$ cat config.mk
export PLATFORM = sky130hd
export DESIGN_NAME = perf_event_counters_flat
export DESIGN_NICKNAME = d
export VERILOG_FILES = /design/src/rtl/perf_event_counters_pkg.sv /design/src/rtl/perf_event_counters_if.sv /design/src/rtl/perf_counter_cell.sv /design/src/rtl/perf_event_counters.sv /design/src/flat_wrapper.sv
export SDC_FILE = /design/constraint.sdc
export NUM_CORES = 2
export LEC_CHECK = 0
export CAP_MARGIN = 20
export CORE_MARGIN = 5
export CORE_UTILIZATION = 50
export CTS_BUF_LIST = sky130_fd_sc_hd__clkbuf_4 sky130_fd_sc_hd__clkbuf_8
export CTS_CLUSTER_SIZE = 30
export DETAILED_ROUTE_END_ITERATION = 8
export GPL_ROUTABILITY_DRIVEN = 0
export PLACE_DENSITY = 0.69
export SETUP_SLACK_MARGIN = 0.4
export SYNTH_ARGS = -nofsm -noshare
export SYNTH_HDL_FRONTEND = slang
export SYNTH_HIERARCHICAL = 1
export SYNTH_SLANG_ARGS = --single-unit
$ cat constraint.sdc
create_clock -name i_clk -period 5 [get_ports i_clk]
set_input_delay 0.5 -clock i_clk [delete_from_list [all_inputs] [get_ports i_clk]]
set_output_delay 0.5 -clock i_clk [all_outputs]
set_load 0.01 [all_outputs]
$ cat src/rtl/perf_event_counters_pkg.sv
// Shared constants for the performance counter bank: counter indices, read-index width,
// and the icache miss-tracking FSM state type.
package perf_pkg;

    localparam int unsigned PERF_CYCLE      = 0;
    localparam int unsigned PERF_INSTR      = 1;
    localparam int unsigned PERF_FETCH      = 2;
    localparam int unsigned PERF_IC_HIT     = 3;
    localparam int unsigned PERF_IC_MISS    = 4;
    localparam int unsigned PERF_IC_PENALTY = 5;
    localparam int unsigned PERF_LSU_RD     = 6;
    localparam int unsigned PERF_LSU_WR     = 7;
    localparam int unsigned PERF_LSU_WAIT   = 8;
    localparam int unsigned PERF_BR_OK      = 9;
    localparam int unsigned PERF_BR_FAIL    = 10;
    localparam int unsigned NUM_PERF        = 11;
    localparam int unsigned IDX_W           = 4;

    typedef enum logic {
        StIdle,
        StWait
    } miss_state_e;

endpackage

$ cat src/rtl/perf_event_counters_if.sv
// Event taps, control and read-port signals of the performance counter bank.
// The master side is the core/host; the slave side is the counter bank.
interface perf_event_counters_if
    import perf_pkg::*;
#(
    parameter int unsigned CNT_W = 64
);
    logic                 ifu_valid;
    logic                 idu_ready;
    logic                 exu_valid;
    logic                 icache_start;
    logic                 icache_valid;
    logic                 icache_is_hit;
    logic                 lsu_ren;
    logic                 lsu_wen;
    logic                 lsu_is_waiting;
    logic                 branch_predict_success;
    logic                 branch_predict_failed;
    logic                 clear;
    logic                 freeze;
    logic [IDX_W-1:0]     rd_idx;
    logic [CNT_W-1:0]     rd_data;
    logic [NUM_PERF-1:0]  ovf;

    modport master (
        output ifu_valid, idu_ready, exu_valid, icache_start, icache_valid, icache_is_hit,
               lsu_ren, lsu_wen, lsu_is_waiting, branch_predict_success,
               branch_predict_failed, clear, freeze, rd_idx,
        input  rd_data, ovf
    );

    modport slave (
        input  ifu_valid, idu_ready, exu_valid, icache_start, icache_valid, icache_is_hit,
               lsu_ren, lsu_wen, lsu_is_waiting, branch_predict_success,
               branch_predict_failed, clear, freeze, rd_idx,
        output rd_data, ovf
    );

endinterface

$ cat src/rtl/perf_counter_cell.sv
// One event counter with synchronous clear, freeze, optional saturation and a sticky
// overflow flag. Clear beats freeze, freeze beats increment.
module perf_counter_cell #(
    parameter int unsigned CNT_W    = 64,
    parameter bit          SATURATE = 1'b0
) (
    input  logic             i_clk,
    input  logic             i_reset,
    input  logic             i_inc,
    input  logic             i_clear,
    input  logic             i_freeze,
    output logic [CNT_W-1:0] o_cnt,
    output logic             o_ovf
);

    logic [CNT_W-1:0] r_cnt;
    logic             r_ovf;

    always_ff @(posedge i_clk or posedge i_reset) begin
        if (i_reset) begin
            r_cnt <= '0;
            r_ovf <= 1'b0;
        end else if (i_clear) begin
            r_cnt <= '0;
            r_ovf <= 1'b0;
        end else if (i_inc && !i_freeze) begin
            if (&r_cnt) begin
                r_ovf <= 1'b1;
                if (!SATURATE) begin
                    r_cnt <= '0;
                end
            end else begin
                r_cnt <= r_cnt + CNT_W'(1);
            end
        end
    end

    assign o_cnt = r_cnt;
    assign o_ovf = r_ovf;

endmodule

$ cat src/rtl/perf_event_counters.sv
// Hardware performance counter bank: edge detectors, icache miss-penalty FSM, eleven
// counter cells and a registered indexed read port.
module perf_event_counters
    import perf_pkg::*;
#(
    parameter int unsigned CNT_W    = 64,
    parameter bit          SATURATE = 1'b0
) (
    input  logic                  i_clk,
    input  logic                  i_reset,
    perf_event_counters_if.slave  io_perf
);

    logic                r_start_q;
    logic                r_wait_q;
    miss_state_e         r_state;
    miss_state_e         w_state_next;
    logic [CNT_W-1:0]    r_rd_data;
    logic [CNT_W-1:0]    w_rd_sel;
    logic                w_start_rise;
    logic                w_wait_rise;
    logic                w_fetch;
    logic                w_penalty;
    logic [NUM_PERF-1:0] w_inc;
    logic [NUM_PERF-1:0] w_ovf;
    logic [CNT_W-1:0]    w_cnt [NUM_PERF];

    assign w_start_rise = io_perf.icache_start & ~r_start_q;
    assign w_wait_rise  = io_perf.lsu_is_waiting & ~r_wait_q;
    assign w_fetch      = io_perf.ifu_valid & io_perf.idu_ready;

    // Edge history and miss FSM ignore clear/freeze so later events stay correctly attributed
    always_ff @(posedge i_clk or posedge i_reset) begin
        if (i_reset) begin
            r_start_q <= 1'b0;
            r_wait_q  <= 1'b0;
            r_state   <= StIdle;
            r_rd_data <= '0;
        end else begin
            r_start_q <= io_perf.icache_start;
            r_wait_q  <= io_perf.lsu_is_waiting;
            r_state   <= w_state_next;
            r_rd_data <= w_rd_sel;
        end
    end

    always_comb begin
        w_state_next = r_state;
        w_penalty    = 1'b0;
        unique case (r_state)
            StIdle: begin
                if (w_start_rise && !io_perf.icache_valid) begin
                    w_state_next = StWait;
                end
            end
            StWait: begin
                if (io_perf.icache_valid) begin
                    w_state_next = StIdle;
                end else begin
                    w_penalty = 1'b1;
                end
            end
        endcase
    end

    always_comb begin
        w_inc                  = '0;
        w_inc[PERF_CYCLE]      = 1'b1;
        w_inc[PERF_INSTR]      = io_perf.exu_valid;
        w_inc[PERF_FETCH]      = w_fetch;
        w_inc[PERF_IC_HIT]     = w_fetch & io_perf.icache_is_hit;
        w_inc[PERF_IC_MISS]    = w_start_rise;
        w_inc[PERF_IC_PENALTY] = w_penalty;
        w_inc[PERF_LSU_RD]     = w_wait_rise & io_perf.lsu_ren;
        w_inc[PERF_LSU_WR]     = w_wait_rise & io_perf.lsu_wen;
        w_inc[PERF_LSU_WAIT]   = io_perf.lsu_is_waiting;
        w_inc[PERF_BR_OK]      = io_perf.branch_predict_success;
        w_inc[PERF_BR_FAIL]    = io_perf.branch_predict_failed;
    end

    for (genvar gi = 0; gi < NUM_PERF; gi++) begin : g_cnt
        perf_counter_cell #(
            .CNT_W    (CNT_W),
            .SATURATE (SATURATE)
        ) u_cell (
            .i_clk    (i_clk),
            .i_reset  (i_reset),
            .i_inc    (w_inc[gi]),
            .i_clear  (io_perf.clear),
            .i_freeze (io_perf.freeze),
            .o_cnt    (w_cnt[gi]),
            .o_ovf    (w_ovf[gi])
        );
    end

    // Out-of-range indices read as zero
    always_comb begin
        w_rd_sel = '0;
        if (io_perf.rd_idx < IDX_W'(NUM_PERF)) begin
            w_rd_sel = w_cnt[io_perf.rd_idx];
        end
    end

    assign io_perf.rd_data = r_rd_data;
    assign io_perf.ovf     = w_ovf;

endmodule
$ cat src/flat_wrapper.sv
// flat-port wrapper written by rule: the top's interface ports become plain ports
module perf_event_counters_flat import perf_pkg::*;
#(
    parameter int unsigned CNT_W    = 64,
    parameter bit          SATURATE = 1'b0
)
  (i_clk, i_reset, io_perf_ifu_valid, io_perf_idu_ready, io_perf_exu_valid, io_perf_icache_start, io_perf_icache_valid, io_perf_icache_is_hit, io_perf_lsu_ren, io_perf_lsu_wen, io_perf_lsu_is_waiting, io_perf_branch_predict_success, io_perf_branch_predict_failed, io_perf_clear, io_perf_freeze, io_perf_rd_idx, io_perf_rd_data, io_perf_ovf);
  perf_event_counters_if #(.CNT_W(CNT_W)) io_perf_i ();
  input  logic i_clk;
  input  logic i_reset;
  input wire logic [$bits(io_perf_i.ifu_valid)-1:0] io_perf_ifu_valid;
  input wire logic [$bits(io_perf_i.idu_ready)-1:0] io_perf_idu_ready;
  input wire logic [$bits(io_perf_i.exu_valid)-1:0] io_perf_exu_valid;
  input wire logic [$bits(io_perf_i.icache_start)-1:0] io_perf_icache_start;
  input wire logic [$bits(io_perf_i.icache_valid)-1:0] io_perf_icache_valid;
  input wire logic [$bits(io_perf_i.icache_is_hit)-1:0] io_perf_icache_is_hit;
  input wire logic [$bits(io_perf_i.lsu_ren)-1:0] io_perf_lsu_ren;
  input wire logic [$bits(io_perf_i.lsu_wen)-1:0] io_perf_lsu_wen;
  input wire logic [$bits(io_perf_i.lsu_is_waiting)-1:0] io_perf_lsu_is_waiting;
  input wire logic [$bits(io_perf_i.branch_predict_success)-1:0] io_perf_branch_predict_success;
  input wire logic [$bits(io_perf_i.branch_predict_failed)-1:0] io_perf_branch_predict_failed;
  input wire logic [$bits(io_perf_i.clear)-1:0] io_perf_clear;
  input wire logic [$bits(io_perf_i.freeze)-1:0] io_perf_freeze;
  input wire logic [$bits(io_perf_i.rd_idx)-1:0] io_perf_rd_idx;
  output wire logic [$bits(io_perf_i.rd_data)-1:0] io_perf_rd_data;
  output wire logic [$bits(io_perf_i.ovf)-1:0] io_perf_ovf;
  assign io_perf_i.ifu_valid = io_perf_ifu_valid;
  assign io_perf_i.idu_ready = io_perf_idu_ready;
  assign io_perf_i.exu_valid = io_perf_exu_valid;
  assign io_perf_i.icache_start = io_perf_icache_start;
  assign io_perf_i.icache_valid = io_perf_icache_valid;
  assign io_perf_i.icache_is_hit = io_perf_icache_is_hit;
  assign io_perf_i.lsu_ren = io_perf_lsu_ren;
  assign io_perf_i.lsu_wen = io_perf_lsu_wen;
  assign io_perf_i.lsu_is_waiting = io_perf_lsu_is_waiting;
  assign io_perf_i.branch_predict_success = io_perf_branch_predict_success;
  assign io_perf_i.branch_predict_failed = io_perf_branch_predict_failed;
  assign io_perf_i.clear = io_perf_clear;
  assign io_perf_i.freeze = io_perf_freeze;
  assign io_perf_i.rd_idx = io_perf_rd_idx;
  assign io_perf_rd_data = io_perf_i.rd_data;
  assign io_perf_ovf = io_perf_i.ovf;
  perf_event_counters #(.CNT_W(CNT_W), .SATURATE(SATURATE)) u_core (.i_clk(i_clk), .i_reset(i_reset), .io_perf(io_perf_i));
endmodule
==> out/qor.yml <==
synthDistinctLibCells: 62
clockBufferDepth: 3
hpwl_um: 118000
min_period_over_period_pct: 64.3
die_w_um: 318
vias_per_cell: 6.34
finalSetupViolCount: 0
p_leak_nw: 20.2
cts_sinks: 782
floorplan.initialDensity_pct: 50.2
post_cts_buffers: 0
first_pass_iters: 6
wire_per_inst_um: 24.7
grt_pass1_vias: 37792
die-area_mm2: 0.101
drt-initial-drc-count: 5219
relSlewSlack_pct: 31.8
cts_tree: "yes"
finalHoldViolCount: 0
required_ns: 5.77
synth.yosys.seq_area_share_pct: 41.2
worstHoldPathType: "input pin to flip-flop"
post-place-ws_ns: 1.72
reg2reg_slack_ns: 1.78
cp-end-kind: "flip-flop"
critPathKind: "flip-flop to flip-flop"
synthCells: 4968
final_common_cell: "dfrtp_1"
min_period_ns: 3.22
grt_max_degree: 103
syn_area_mm2: 0.0475
cts_inserted_buffers: 142
design.core.area_mm2: 0.0946
slew_viol_final: 0
antenna_found_initial: 5
worstMarginPinSlew_ns: 1.02
outcome: "completed"
htreeDepth: 4
clock_latency_ns: 0.86
synth.avg_cell_area_um2: 9.56
ys_ff_latch: 782
synthFlopType: "dfrtp_1"
grt_overflow: 0
clock_skew_ns: 0.0478
peakVddDrop_mv: 0.279
ctsHoldBuffers: 0
synth_edf_count: 0
drive_above_1_share_pct: 13.3
grt_util_all_layers_pct: 30.6
grt_pass1_wl_um: 242000
rsz0062_at_grt: "false"
clk_pin_slew_ns: 0.06
wl_um: 159000
p_per_area_mw_per_mm2: 271
critPathArrivalTime_ns: 3.99
port_buffers: 93
final_area_mm2: 0.0526
final_cell_mix: "dfrtp_1, nor2_1, nand2_1"
vias: 40880
worstPathMaxFanout: 21
fin_nets: 5087
root_buffer: "clkbuf_8"
setup_tns_ns: 0
die_h_um: 318
yosys_warnings: 6
boundaryPins: 94
dpl_cell_area_mm2: 0.0493
fmax_ghz: 0.311
drc: 0
rows: 113
async_flop_share_pct: 100
cts_resized: 0
max_cap_violations: 0
setup_slack_ns: 1.78
final_antenna_net_count: 0
critPathLaunchType: "flip-flop"
area_growth_pct: 10.8
[registers in the layout, indices dropped and copies added (netlist names)]
register and cells:
u_core/g_cnt.u_cell/o_cnt 704, u_core/g_cnt.u_cell/o_ovf 11, u_core/io_perf.rd_data 64, u_core/r_start_q 1, u_core/r_state 1, u_core/r_wait_q 1
[cell usage after synthesis, types with 19 or more instances]
master | number | area [µm²]
a21oi_1 | 110 | 551
a221oi_1 | 54 | 473
a22o_1 | 64 | 561
a31oi_1 | 22 | 138
and2_1 | 34 | 213
and3_1 | 56 | 350
and4_1 | 44 | 385
buf_2 | 115 | 576
buf_6 | 19 | 214
clkbuf_1 | 58 | 218
dfrtp_1 | 782 | 19600
inv_1 | 156 | 586
mux2i_1 | 192 | 1920
mux4_2 | 64 | 1440
nand2_1 | 374 | 1400
nand2b_1 | 64 | 400
nand3_1 | 286 | 1430
nand4_1 | 220 | 1380
nand4_2 | 33 | 413
nor2_1 | 684 | 2570
nor2_2 | 33 | 206
nor2b_1 | 26 | 163
nor3_1 | 198 | 991
nor4_1 | 77 | 482
nor4_2 | 77 | 963
o211ai_1 | 33 | 248
o21ai_0 | 77 | 385
o21ai_1 | 44 | 220
o2bb2ai_1 | 64 | 561
o31ai_1 | 22 | 165
or3_1 | 132 | 826
or4_1 | 22 | 165
xnor2_1 | 297 | 2600
xor2_1 | 198 | 1730
[cell type report]
class | instances | area, µm²
clock buffers | 215 | 2760
diodes | 8 | 20.0
well taps | 1265 | 1580
flip-flops and latches | 782 | 19600
inverters | 167 | 628
clock inverters | 46 | 475
fillers | 8372 | 42000
multi-input cells | 3815 | 26200
repair buffers | 149 | 1390
[worst max-delay path: stages, from the launching register on]
cell and delay [ns]:
dfrtp_1 0.43, ha_1 0.22, nand3_1 0.31, nor4_4 0.38, nand4_2 0.31, o31ai_4 0.90
buf_4 0.43, nor2_1 0.07, nor2_1 0.08
[where the power goes]
part	total [mW]	leakage, nW	switching [mW]	internal, mW
clock	6.86	1.70	2.98	3.89
combinational	0.910	7.68	0.644	0.266
sequential	6.46	10.9	0.0735	6.39
[per-stage QoR]
stage	util (%)	hold slack [ns]	power, mW	cells
finish	55.6	0.110	14.2	6447
global route	55.6	0.0879	14.7	6441
CTS	55.5	0.0505	14.3	6431
detailed placement	52.1	0.482	7.47	6170
global placement	52.1	0.478	7.46	6170
floorplan	-	0.458	7.12	4969
[layer usage]
| layer | GRT usage, % | share of wire (%) | vias to the layer above |
|---|---|---|---|
| met2 | 45.8 | 44 | 2134 |
| met5 | 0 | 0 | - |
| li1 | - | - | 18216 |
| met4 | 12.7 | 4.8 | 0 |
| met1 | 43.5 | 41 | 20177 |
| met3 | 6.74 | 11 | 353 |
[kinds of logic (layout without fill, tap and decap cells)]
| group | after synthesis | count (layout) | share of synthesized area, % |
|---|---|---|---|
| compound gates | 589 | 589 | 9.64 |
| xor+xnor | 495 | 495 | 9.13 |
| fa+ha+maj | 11 | 11 | 0.290 |
| buf+inv | 372 | 577 | 3.71 |
| flops | 782 | 782 | 41.2 |
| mux | 256 | 256 | 7.08 |
| other cells | 1 | 10 | 0.00790 |
| simple gates | 2462 | 2462 | 28.9 |
[final timing paths]
kind,start,end,cells after the start
min in group asynchronous,i_reset,u_core/g_cnt[5].u_cell/o_cnt[31],3
worst max-delay path,u_core/g_cnt[3].u_cell/o_cnt[0],u_core/g_cnt[3].u_cell/o_ovf,8
worst min register to register,u_core/g_cnt[1].u_cell/o_ovf,u_core/g_cnt[1].u_cell/o_ovf,2
worst min-delay path,io_perf_icache_start,u_core/r_start_q,1
max in group asynchronous,i_reset,u_core/io_perf.rd_data[54],4
worst max register to register,u_core/g_cnt[3].u_cell/o_cnt[0],u_core/g_cnt[3].u_cell/o_ovf,8
Note: power is estimated with default switching activity, not from simulation.
